### src/rtl/alu_chk_pkg.sv
// rtl/alu_chk_pkg.sv - shared types and vector field layout for the ALU self-test checker
// Purpose: vector width, bit offsets of each packed vector field, FSM state type and
//          a structured view of one test vector.
// Vector layout, MSB first: {eC, eN, eV, eZ, F[1:0], A[31:0], B[31:0], eY[31:0]}.
// Ports: none (package).
package alu_chk_pkg;

    localparam int EY_LSB = 0;
    localparam int B_LSB  = 32;
    localparam int A_LSB  = 64;
    localparam int F_LSB  = 96;
    localparam int EZ_BIT = 98;
    localparam int EV_BIT = 99;
    localparam int EN_BIT = 100;
    localparam int EC_BIT = 101;
    // Four flag bits, a 2-bit function code and three 32-bit words.
    localparam int VEC_W  = 102;
    // Compared result: {Y, Z, V, N, C}.
    localparam int RES_W  = 36;

    typedef enum logic [2:0] {
        IDLE,
        FETCH,
        APPLY,
        CHECK,
        DONE
    } chk_state_t;

    typedef struct packed {
        logic        ec;
        logic        en;
        logic        ev;
        logic        ez;
        logic [1:0]  f;
        logic [31:0] a;
        logic [31:0] b;
        logic [31:0] ey;
    } vec_t;

endpackage

### src/rtl/alu_chk_cmp.sv
// rtl/alu_chk_cmp.sv - combinational expected-versus-actual result comparator
// Purpose: flags any difference across the full {Y, Z, V, N, C} result word.
// Ports:
//   i_exp       in  36  expected {Y, Z, V, N, C}
//   i_act       in  36  observed {Y, Z, V, N, C}
//   o_mismatch  out 1   high when any bit differs
module alu_chk_cmp
    import alu_chk_pkg::*;
(
    input  logic [RES_W-1:0] i_exp,
    input  logic [RES_W-1:0] i_act,
    output logic             o_mismatch
);

    assign o_mismatch = (i_exp != i_act);

endmodule

### config.mk
export PLATFORM = sky130hd
export DESIGN_NAME = alu_chk_cmp
export DESIGN_NICKNAME = d
export VERILOG_FILES = /design/src/rtl/alu_chk_pkg.sv /design/src/rtl/alu_chk_cmp.sv
export SDC_FILE = /design/constraint.sdc
export NUM_CORES = 1
export LEC_CHECK = 0
export BUFFER_PORTS_ARGS = -buffer_cell sky130_fd_sc_hd__buf_2
export CAP_MARGIN = 20
export CORE_MARGIN = 4
export CORE_UTILIZATION = 29
export DETAILED_ROUTE_END_ITERATION = 8
export GPL_TIMING_DRIVEN = 0
export PLACE_DENSITY = 0.89
export SYNTH_ARGS = -nofsm -noshare
export SYNTH_HDL_FRONTEND = slang
export SYNTH_SLANG_ARGS = --single-unit
### constraint.sdc
create_clock -name vclk -period 1.3
set_input_delay 0.065 -clock vclk [all_inputs]
set_output_delay 0.065 -clock vclk [all_outputs]
set_load 0.01 [all_outputs]
==> impl_metrics.py <==
metrics = {
    "job": {
        "drv_cap": 0,
    },
    "logic_synthesis": {
        "synth.largest_area_cell": "xnor2_1",
        "synthAdderAreaFrac_pct": 0,
        "synth_compound_area_share_pct": 0,
        "synth_cell_types": 5,
        "synth_commonest_cells": "xnor2_1 (28), nand4_1 (8), xor2_1 (8)",
        "syn_nets": 120,
        "ys_top_cells_by_area": "xnor2_1 (63%), xor2_1 (18%), nand4_1 (13%)",
        "synth.avg_cell_area_sq_um": 8.11,
        "synth_top_family_by_area": "XOR/XNOR gates",
        "yosys.area_share.simple_pct": 19.0,
        "ys.warnings.count": 0,
        "synth_top_area_share_pct": 63.0,
        "synthMuxAreaShare_pct": 0,
        "yosysMostFrequentCell": "xnor2_1",
        "syn_inst": 48,
        "synth_xor_area_share_pct": 81.0,
        "ys_seq_area_share_pct": 0,
        "synth_area_sq_um": 389,
    },
    "placement": {
        "hpwl_microns": 1410,
        "place_congestion": 0.592,
        "pre_cts_ws_ps": 180,
        "io_buffers": 73,
    },
    "sta": {
        "fmax_mhz": 904,
        "drv_slew": 0,
        "worstMarginPinSlew_ps": 282,
        "setup_slack_ps": 193,
        "fin_crit_ps": 1110,
        "fin_crit_sh_pct": 85.1,
        "slew_headroom_pct": 81.0,
        "setup_viol": 0,
        "finalHoldViolCount": 0,
        "holdWs_ps": 594,
        "rsz0062_at_grt": "false",
        "fin_setup_tns_ps": 0,
    },
    "layout": {
        "area_growth_pct": 98.4,
        "seqCellArea_sq_um": 0,
        "diodes": 0,
        "fin_nets": 195,
        "n_sequential_cell": 0,
        "layout-drive-gt1-share_pct": 60.3,
        "clkbuf_count": 0,
    },
    "grt": {
        "grt_pass1_vias": 580,
        "grt-ovfl-total": 0,
        "grt_pass1_wl_microns": 2020,
        "antenna_found_initial": 0,
        "grt_usage_pct": 12.7,
        "grt_max_degree": 2,
    },
    "floorplan": {
        "dieWidth_microns": 44.6,
        "ios": 73,
        "fp.dieH_microns": 44.6,
        "core_sq_um": 1190,
        "row_count": 12,
        "dieArea_sq_um": 1990,
        "initial_core_util_pct": 32.8,
    },
    "route": {
        "vias": 604,
        "drtAntennaViolNets": 0,
        "wl_microns": 1430,
        "drt_iter0_markers": 3,
        "first_pass_iters": 4,
        "routed_via_density": 4.47,
        "wl_per_cell_microns": 10.6,
        "drc": 0,
    },
    "power": {
        "p_int_uw": 148,
        "netSwitchingPower_uw": 81.3,
        "pwr-share-clk_pct": 0,
        "swShare_pct": 35.5,
        "power.density_nw_per_um2": 297,
        "leakagePower_nw": 0.382,
        "comb_power_share_pct": 100.0,
        "max-vdd-ir-drop_mv": 0.127,
        "seqPwrFrac_pct": 0,
        "p_total_uw": 229,
    },
    "hold_path": {
        "hold_class": "input port to output port",
    },
    "setup_path": {
        "worst_setup_path_start_kind": "input port",
        "critPathRequiredTime_ps": 1240,
        "cp-end-kind": "output port",
        "startpoint": "i_act[0]",
        "cp_data_arrival_time_ps": 1040,
        "crit_end": "o_mismatch",
        "crit_path_max_fanout": 1,
        "critPathKind": "input port to output port",
    },
    "cts": {
        "cts_setup_buffers": 0,
        "ctsResizeCount": 0,
        "cts_hold_buf": 0,
    },
    "run_status": {
        "status": "complete, no violations",
    },
}
## worst max-delay path: stages
cell,delay [ps]
buf_2,110
xnor2_1,140
nand4_1,110
nor4_1,310
nand4_1,140
buf_2,170
## cells in the final DEF, fill, tap and decap left out
cell,n
buf_2,73
nor4_1,3
nor3_1,1
xor2_1,8
xnor2_1,28
nand4_1,8
## layer usage
| metal | wire length, microns | track usage (%) | up-vias |
|---|---|---|---|
| li1 | - | - | 313 |
| met5 | 0 | 0 | - |
| met2 | 845 | 28.7 | 34 |
| met1 | 415 | 12.2 | 257 |
| met3 | 171 | 1.22 | 0 |
| met4 | 0 | 0 | 0 |
## final cells by class
| class | instances | area [sq um] |
|---|---|---|
| repair buffers | 73 | 365 |
| well taps | 14 | 17.5 |
| multi-input cells | 48 | 389 |
| fillers | 117 | 414 |
## power by group through the flow
| stage | sequential, mW | combinational [mW] | clock (mW) |
|---|---|---|---|
| after floorplan | 0 | 0.0999 | 0 |
| after global placement | 0 | 0.224 | 0 |
| after detailed placement | 0 | 0.232 | 0 |
| after CTS | 0 | 0.233 | 0 |
| after global routing | 0 | 0.252 | 0 |
| final | 0 | 0.229 | 0 |
## cells by family after synthesis
| group | after synthesis |
|---|---|
| and+or+nand+nor | 12 |
| xor gates and xnor gates | 36 |
## metrics by stage
| stage | area (sq um) | utilization [%] | std cells |
|---|---|---|---|
| floorplan | 389 | - | 48 |
| finish | 772 | 65.1 | 135 |
| detailed placement | 772 | 65.1 | 135 |
| global placement | 772 | 65.1 | 135 |
| CTS | 772 | 65.1 | 135 |
| global route | 772 | 65.1 | 135 |
## worst min path at each step
stage / to / from / depth (start not counted) / slack [ps]
6_report: o_mismatch / i_exp[15] / 6 / 590
3_5_place_dp: o_mismatch / i_exp[23] / 6 / 590
2_1_floorplan: o_mismatch / i_exp[27] / 4 / 380
5_1_grt: o_mismatch / i_exp[15] / 6 / 630
4_1_cts: o_mismatch / i_exp[15] / 6 / 590
3_3_place_gp: o_mismatch / i_exp[15] / 6 / 580
No activity file was read; power rests on OpenSTA's default activity.
